--- config.mk ---
export PLATFORM = sky130hd
export DESIGN_NAME = apb_cmd_queue
export DESIGN_NICKNAME = d
export VERILOG_FILES = /design/src/rtl/apb_cmd_queue.sv
export SDC_FILE = /design/constraint.sdc
export NUM_CORES = 1
export LEC_CHECK = 0
export ABC_AREA = 1
export CORE_MARGIN = 3
export CORE_UTILIZATION = 45
export DETAILED_ROUTE_END_ITERATION = 12
export GPL_TIMING_DRIVEN = 0
export PLACE_DENSITY = 0.8
export REMOVE_ABC_BUFFERS = 1
export SETUP_SLACK_MARGIN = 0.1
export SYNTH_ARGS = -nofsm -noshare
export SYNTH_HDL_FRONTEND = slang
export SYNTH_SLANG_ARGS = --single-unit
--- constraint.sdc ---
create_clock -name clk -period 3.8 [get_ports clk]
set_input_delay 0.38 -clock clk [delete_from_list [all_inputs] [get_ports clk]]
set_output_delay 0.38 -clock clk [all_outputs]
set_load 0.05 [all_outputs]
--- src/rtl/apb_cmd_queue.sv ---
// apb_cmd_queue: queues APB user-side commands, issues them one at a time and returns ordered responses
module apb_cmd_queue #(
  parameter int ADDR_WIDTH = 32,
  parameter int DATA_WIDTH = 32,
  parameter int CMD_DEPTH = 4,
  parameter int RSP_DEPTH = 4,
  parameter int TIMEOUT = 16
) (
  input  logic                    clk,
  input  logic                    rstn,
  input  logic                    cmd_valid,
  output logic                    cmd_ready,
  input  logic                    cmd_write,
  input  logic [ADDR_WIDTH-1:0]   cmd_addr,
  input  logic [DATA_WIDTH-1:0]   cmd_wdata,
  input  logic [DATA_WIDTH/8-1:0] cmd_strb,
  input  logic [2:0]              cmd_prot,
  output logic                    rsp_valid,
  input  logic                    rsp_ready,
  output logic                    rsp_write,
  output logic [DATA_WIDTH-1:0]   rsp_rdata,
  output logic                    rsp_master_error,
  output logic                    rsp_other_error,
  output logic                    rsp_timeout,
  output logic                    m_sel,
  output logic                    m_write,
  output logic [ADDR_WIDTH-1:0]   m_addr,
  output logic [DATA_WIDTH-1:0]   m_wdata,
  output logic [DATA_WIDTH/8-1:0] m_strb,
  output logic [2:0]              m_prot,
  input  logic                    m_ready,
  input  logic [DATA_WIDTH-1:0]   m_rdata,
  input  logic                    m_master_error,
  input  logic                    m_other_error,
  output logic                    busy
);
  localparam int SW = DATA_WIDTH / 8;
  localparam int CW = ADDR_WIDTH + DATA_WIDTH + SW + 4;
  localparam int RW = DATA_WIDTH + 4;
  localparam int CP = $clog2(CMD_DEPTH);
  localparam int RP = $clog2(RSP_DEPTH);
  localparam int TW = TIMEOUT > 1 ? $clog2(TIMEOUT + 1) : 1;
  typedef enum logic {IDLE, ACTIVE} state_t;
  state_t state, nxt;
  logic [CW-1:0] cmd_mem [CMD_DEPTH];
  logic [RW-1:0] rsp_mem [RSP_DEPTH];
  logic [CP-1:0] cmd_wp, cmd_rp;
  logic [RP-1:0] rsp_wp, rsp_rp;
  logic [CP:0] cmd_cnt;
  logic [RP:0] rsp_cnt;
  logic [TW-1:0] tcnt;
  logic cmd_push, issue, expire, done, rsp_pop;
  logic [RW-1:0] rsp_din, rsp_head;
  assign cmd_ready = cmd_cnt != (CP+1)'(CMD_DEPTH);
  assign cmd_push = cmd_valid && cmd_ready;
  assign issue = state == IDLE && cmd_cnt != '0 && rsp_cnt != (RP+1)'(RSP_DEPTH);
  assign expire = TIMEOUT != 0 && !m_ready && tcnt == TW'(TIMEOUT - 1);
  assign done = state == ACTIVE && (m_ready || expire);
  assign rsp_valid = rsp_cnt != '0;
  assign rsp_pop = rsp_valid && rsp_ready;
  assign rsp_din = {m_write, (m_ready && !m_write) ? m_rdata : {DATA_WIDTH{1'b0}},
                    m_ready && m_master_error, m_ready && m_other_error, !m_ready};
  assign rsp_head = rsp_valid ? rsp_mem[rsp_rp] : '0;
  assign {rsp_write, rsp_rdata, rsp_master_error, rsp_other_error, rsp_timeout} = rsp_head;
  assign m_sel = state == ACTIVE;
  assign busy = m_sel || cmd_cnt != '0 || rsp_valid;
  always_comb nxt = issue ? ACTIVE : done ? IDLE : state;
  always_ff @(posedge clk or negedge rstn)
    if (!rstn) state <= IDLE;
    else state <= nxt;
  always_ff @(posedge clk) begin
    if (cmd_push) cmd_mem[cmd_wp] <= {cmd_write, cmd_addr, cmd_wdata, cmd_strb, cmd_prot};
    if (done) rsp_mem[rsp_wp] <= rsp_din;
  end
  always_ff @(posedge clk or negedge rstn)
    if (!rstn) begin
      cmd_wp <= '0;
      cmd_rp <= '0;
      cmd_cnt <= '0;
      rsp_wp <= '0;
      rsp_rp <= '0;
      rsp_cnt <= '0;
      tcnt <= '0;
      {m_write, m_addr, m_wdata, m_strb, m_prot} <= '0;
    end else begin
      cmd_wp <= cmd_push ? cmd_wp + CP'(1) : cmd_wp;
      cmd_rp <= issue ? cmd_rp + CP'(1) : cmd_rp;
      cmd_cnt <= cmd_cnt + (CP+1)'(cmd_push) - (CP+1)'(issue);
      rsp_wp <= done ? rsp_wp + RP'(1) : rsp_wp;
      rsp_rp <= rsp_pop ? rsp_rp + RP'(1) : rsp_rp;
      rsp_cnt <= rsp_cnt + (RP+1)'(done) - (RP+1)'(rsp_pop);
      tcnt <= issue ? '0 : (m_sel && TIMEOUT != 0) ? tcnt + TW'(1) : tcnt;
      if (issue) {m_write, m_addr, m_wdata, m_strb, m_prot} <= cmd_mem[cmd_rp];
    end
endmodule
# ---- Yosys cells after proc, flatten, opt, wreduce, memory -nomap -nowiden
# Memory sizes are Yosys's and may differ from the RTL's. A register that Yosys moved wholly into a read port is not among the register bits.
# Cells that the tools add are included.
dict set report totals {
  romBits 0
  output_inout_bits 112
  mem_count 2
  in_bits 111
  latch_bits 0
  ff_bits 20
  mem_bits_rw 432
}
# name depth word_bits read_ports rd_ports_with_merged_regs write_ports line_no
set mem_list {}
lappend mem_list {cmd_mem 4 72 1 1 1 45} ;# logic [CW-1:0] cmd_mem [CMD_DEPTH];
lappend mem_list {rsp_mem 4 36 1 0 1 46} ;# logic [RW-1:0] rsp_mem [RSP_DEPTH];
dict set report op_classes {
  n_addsub 9
  n_eq_ne 3
  n_div 0
  multipliers 0
  muxes 10
  n_reduce_logical 19
  shift 0
  n_bitwise 1
  n_lt_le_gt_ge 0
}
# op n
set ops {}
lappend ops {{$mux 36} 1}
lappend ops {{$mux 32} 1}
lappend ops {{$mux 5} 2}
lappend ops {{$logic_and 1x1->1} 9}
lappend ops {{$add 2x1->2 const B} 4}
lappend ops {{$add 3x1->3} 2}
lappend ops {{$mux 1} 6}
lappend ops {{$ne 3x3->1 const B} 2}
lappend ops {{$reduce_bool 3->1} 2}
lappend ops {{$sub 3x1->3} 2}
lappend ops {{$add 5x1->5 const B} 1}
lappend ops {{$eq 5x4->1 const B} 1}
lappend ops {{$reduce_bool 2->1} 2}
lappend ops {{$logic_not 1->1} 3}
lappend ops {{$logic_or 1x1->1} 3}
lappend ops {{$not 1->1} 1}

# ---- Logic depth before layout (Yosys ltp)
dict set report depth {
  word_depth 6
  mapped_depth 11
}

# ---- Worst setup path before layout
# No wires, ideal clock.
dict set report synth_timing {
  path_kind {register to register}
  start {register cmd_cnt[1]}
  end {memory cmd_mem[0][0] (netlist bit), enable pin}
  setup_ns 0.503
  period_less_slack_ns 4.656
  t_arrival_ns 4.153
  t_required_ns 3.297
  setup_slack_ns -0.856
  path_buffers 0
  path_stages_with_launch 5
  path_cell_list {dfrtp_1 nor2_2 nand2_1 nand2_1 nor2_1}
}
dict set report synth_between {
  elab_chain_cells 4
}
# item line_no
set synth_lines {}
lappend synth_lines {{start, declared} 49} ;# logic [CP:0] cmd_cnt;
lappend synth_lines {{start signal, assigned} 88} ;# cmd_cnt <= cmd_cnt + (CP+1)'(cmd_push) - (CP+1)'(issue);
lappend synth_lines {{$ne 3x3->1} 54} ;# assign cmd_ready = cmd_cnt != (CP+1)'(CMD_DEPTH);
lappend synth_lines {{named net cmd_ready} 12} ;# output logic cmd_ready,
lappend synth_lines {{$logic_and 1x1->1} 55} ;# assign cmd_push = cmd_valid && cmd_ready;
lappend synth_lines {{$mux 1} 72} ;# if (cmd_push) cmd_mem[cmd_wp] <= {cmd_write, cmd_addr, cmd_wdata, cmd_strb, cmd_prot};
lappend synth_lines {{$mux 1 (implied by the code)} 72}
lappend synth_lines {{end, declared} 45}
# The timed path passes the listed nets, and every way through them passes these cells.

# ---- Worst setup path in the final report
dict set report layout_timing {
  start {register rsp_rp[0]}
  end {output rsp_timeout}
}
dict set report layout_between {
  elab_chain_cells 2
}
# item line_no
set layout_lines {}
lappend layout_lines {{start, declared} 48} ;# logic [RP-1:0] rsp_wp, rsp_rp;
lappend layout_lines {{start signal, assigned} 90} ;# rsp_rp <= rsp_pop ? rsp_rp + RP'(1) : rsp_rp;
lappend layout_lines {{$mem_v2 4x36} -}
lappend layout_lines {{$mux 36} 63} ;# assign rsp_head = rsp_valid ? rsp_mem[rsp_rp] : '0;
lappend layout_lines {{end, declared} 24} ;# output logic rsp_timeout,
# No other way between the ends.

==> flow_summary_export.csv <==
group,metric,value,unit
run_status,status,"complete, no violations",
worst_setup_path,crit_start,"rsp_rp[0]",
sta,achievable-frequency,291,MHz
worst_setup_path,regToRegStartpoint,"tcnt[0]",
global_routing,grt_max_degree,107,
global_routing,met1_usage,22.6,%
cells_and_area,postLayoutCellArea,26700,sq um
route,routed-via-count,14486,
pwr,vdd.ir_drop.worst,0.000581,V
route,ant_nets,0,
worst_setup_path,startpoint_type,"register",
global_routing,grt.met2_usage,33.8,%
global_routing,antenna_found_initial,5,
clock_network,reg_clk_slew_reported_paths,60,ps
sta,final_period_minus_worst_setup_slack,3440,ps
sta,fin_worst_hold_slack,314,ps
cells_and_area,layout_area_growth_over_synthesis,22.2,%
synthesis,synth_xor_area_share,0.361,%
job,max-cap-violations,0,
sta,finalClockSkew,35.2,ps
worst_setup_path,path_cells,"inv_2 -> o21ai_0 -> a21oi_1 -> clkdlybuf4s50_1",
placement,io_buffers,222,
sta,hold_viol_final,0,
cells_and_area,most-common-layout-cells,"sky130_fd_sc_hd__nand2_1, sky130_fd_sc_hd__edfxtp_1, sky130_fd_sc_hd__inv_1, sky130_fd_sc_hd__clkdlybuf4s50_1, sky130_fd_sc_hd__nand3_1",
worst_setup_path,timing.critical_path.fanout_max,38,
synthesis,muxShareOfSynthArea,0,%
clock_network,numCtsBuffers,52,
synthesis,synth-adder-area-share,0.928,%
floorplan,die_width,226,um
clock_network,maximum_number_of_buffers_from_clock_root_to_sink,3,
synthesis,synth_area,21800,sq um
worst_setup_path,critPathCaptureType,"output port",
floorplan,initial_core_util,45.6,%
synthesis,synthesis.area_per_instance,10.6,sq um
synthesis,synth_sequential_area_ratio,70.0,%
sta,final-max-slew-violation-count,0,
synthesis,yosys_warnings,0,
sta,maxSlewHeadroom,35.4,%
global_routing,first_pass_grt_wire_length,76400,um
worst_setup_path,slowest_delay,870,ps
pwr,power.leakage,11.6,nW
synthesis,synthDominantAreaCellType,"sky130_fd_sc_hd__edfxtp_1",
min_path,holdCritPathClass,"input pin to asynchronous set/reset pin",
route,route.detailed.drc,0,
clock_network,root_cell_of_the_clock_tree,"sky130_fd_sc_hd__clkbuf_16",
worst_setup_path,cp_data_arrival_time,3060,ps
floorplan,num_rows,80,
floorplan,core_region_area,47800,sq um
pwr,power-per-cell-area,886,nW/um^2
sta,grt_setup_unrepaired,"false",
synthesis,yosys_register_bits,524,
floorplan,dieArea,51200,sq um
clock_network,cts_sinks,524,
route,first_iter_violations,1085,
clock_network,htree_levels,2,
synthesis,yosys.cell_types.count,30,
worst_setup_path,criticalPathCategory,"register to output port",
worst_setup_path,critical-path-slowest-cell,"sky130_fd_sc_hd__clkdlybuf4s50_1",
global_routing,global_route.usage.met3,5.59,%
placement,dp_hpwl,28900,um
placement,gp_routability_congestion,0.730,
synthesis,synth_compound_area_share,3.07,%
route,drt-wirelength-per-cell,16.9,um
placement,placed_area,24900,sq um
cells_and_area,final_nets,2389,
sta,tightestPinTransition,967,ps
worst_setup_path,critPathRequiredTime,3420,ps
sta,fraction_of_the_cycle_the_final_worst_path_needs,90.4,%
synthesis,synth_top_family_by_area,"simple AND/OR/NAND/NOR gates",
sta,setup_total_negative_slack,0,ps
route,drtPass1Iterations,5,
cells_and_area,layout.filler_cells,3754,
cells_and_area,proportion_of_layout_cells_with_a_drive_suffix_above_1,5.43,%
route,route.detailed.vias_per_inst,4.96,
synthesis,synth-simple-area-share,16.7,%
global_routing,busiest_layer,"met2",
global_routing,globalRouteTotalUtil,19.1,%
global_routing,globalRoute.totalOverflow,0,
sta,setup-violations-final,0,
synthesis,post_synth_main_area_contributors,"sky130_fd_sc_hd__edfxtp_1, sky130_fd_sc_hd__nand2_1, sky130_fd_sc_hd__dfrtp_1",
synthesis,postSynthCellCount,2056,
clock_network,clk-insertion-delay-late,610,ps
floorplan,chip_height,226,um
synthesis,netlist.area_leader.share,59.4,%
worst_setup_path,r2r_slack,1090,ps
clock_network,clock_tree_from_tritoncts,"yes",
floorplan,boundaryPins,223,
cells_and_area,most_common_cell_after_layout_fill_and_taps_aside,"sky130_fd_sc_hd__nand2_1",
route,finalWirelength,49200,um
global_routing,number_of_global_route_vias_before_repair,14812,
-- path summary, 6_finish.rpt --
kind | depth (start not counted) | end
hold / removal | 2 | m_wdata[12]
max in group asynchronous | 3 | cmd_rp[1]
setup reg to reg | 11 | rsp_cnt[2]
min in group clk | 1 | cmd_mem[0][60]
hold reg to reg | 2 | m_addr[9]
setup / recovery | 4 | rsp_timeout
-- registers in the layout (all words and copies together), names as in the netlist --
name     count
cmd_mem    288
rsp_mem    144
m_addr      32
m_wdata     32
tcnt         5
m_strb       4
cmd_cnt      3
m_prot       3
rsp_cnt      3
cmd_rp       2
cmd_wp       2
rsp_rp       2
rsp_wp       2
m_sel        1
m_write      1
-- cell type report --
cell class / count / area, sq um / share of cell area, %
multi-input combinational: 1049 / 4660 / 17.4
inverter: 391 / 1480 / 5.54
clock buffer: 68 / 1400 / 5.25
tap: 615 / 769 / 2.88
antenna: 2 / 5.00 / 0.0188
timing repair buffer: 245 / 2750 / 10.3
sequential: 524 / 15300 / 57.3
clock inverter: 27 / 349 / 1.31
-- cell families after synthesis --
| family | after synthesis |
|---|---|
| adders and majority gates | 15 |
| buffers and inverters | 483 |
| AOI/OAI and AO/OA | 115 |
| DFF | 524 |
| xor gates and xnor gates | 9 |
| and+or+nand+nor | 910 |
-- per-layer routing --
layer	vias up	share of wire [%]
met4	6	2.0
met1	6959	39
met2	504	50
li1	6929	-
met5	-	0.091
met3	88	8.6
-- cell usage after synthesis --
library cell / count
sky130_fd_sc_hd__nand3_1: 152
sky130_fd_sc_hd__o21ai_2: 1
sky130_fd_sc_hd__nand3_2: 1
sky130_fd_sc_hd__or2_1: 1
sky130_fd_sc_hd__nor2_1: 116
sky130_fd_sc_hd__nand2_1: 633
sky130_fd_sc_hd__buf_1: 4
sky130_fd_sc_hd__nand2_2: 1
sky130_fd_sc_hd__o21ai_0: 39
sky130_fd_sc_hd__nand4_1: 1
sky130_fd_sc_hd__nand3b_1: 1
sky130_fd_sc_hd__dfrtp_1: 92
sky130_fd_sc_hd__buf_2: 51
sky130_fd_sc_hd__buf_8: 5
sky130_fd_sc_hd__xor2_1: 5
sky130_fd_sc_hd__nor2_2: 1
sky130_fd_sc_hd__o21ai_1: 1
sky130_fd_sc_hd__inv_1: 381
sky130_fd_sc_hd__edfxtp_1: 432
sky130_fd_sc_hd__clkbuf_1: 23
sky130_fd_sc_hd__ha_1: 13
sky130_fd_sc_hd__o211ai_1: 36
sky130_fd_sc_hd__or2_2: 2
sky130_fd_sc_hd__buf_4: 8
sky130_fd_sc_hd__a21oi_1: 38
sky130_fd_sc_hd__buf_6: 1
sky130_fd_sc_hd__xnor2_1: 4
sky130_fd_sc_hd__inv_2: 10
sky130_fd_sc_hd__fa_1: 2
sky130_fd_sc_hd__nor2_4: 1
-- worst max-delay path, delay by kind of cell, from the launching register on --
family	cells	cell delay [ps]
buffers and inverters	2	1430
flip-flops	1	550
AO/OA/AOI/OAI	2	470
-- through the flow --
stage               cells  setup WS, ps  util, %  power [mW]
finish               2921           364     55.8        23.7
global route         2920           187     55.8        25.0
CTS                  2919           301     55.8        23.9
detailed placement   2823           717     52.1        18.6
global placement     2801         -4380     50.8        18.2
floorplan            1964         -1010        -        14.9
-- power by group --
| group | total, mW | switching, mW | internal (mW) |
|---|---|---|---|
| logic | 10.0 | 6.94 | 3.09 |
| clock network | 5.20 | 2.12 | 3.08 |
| registers | 8.43 | 0.672 | 7.76 |
| total | 23.7 | 9.73 | 13.9 |
-- timing repair --
item | CTS | global route
setup endpoints to repair | 7 | 0
hold buffers | 1 | 0
gates resized for setup | 1 | 0
hold endpoints to repair | 36 | 0
buffers inserted | 0 | 0
Power figures use the tool's default switching activity.
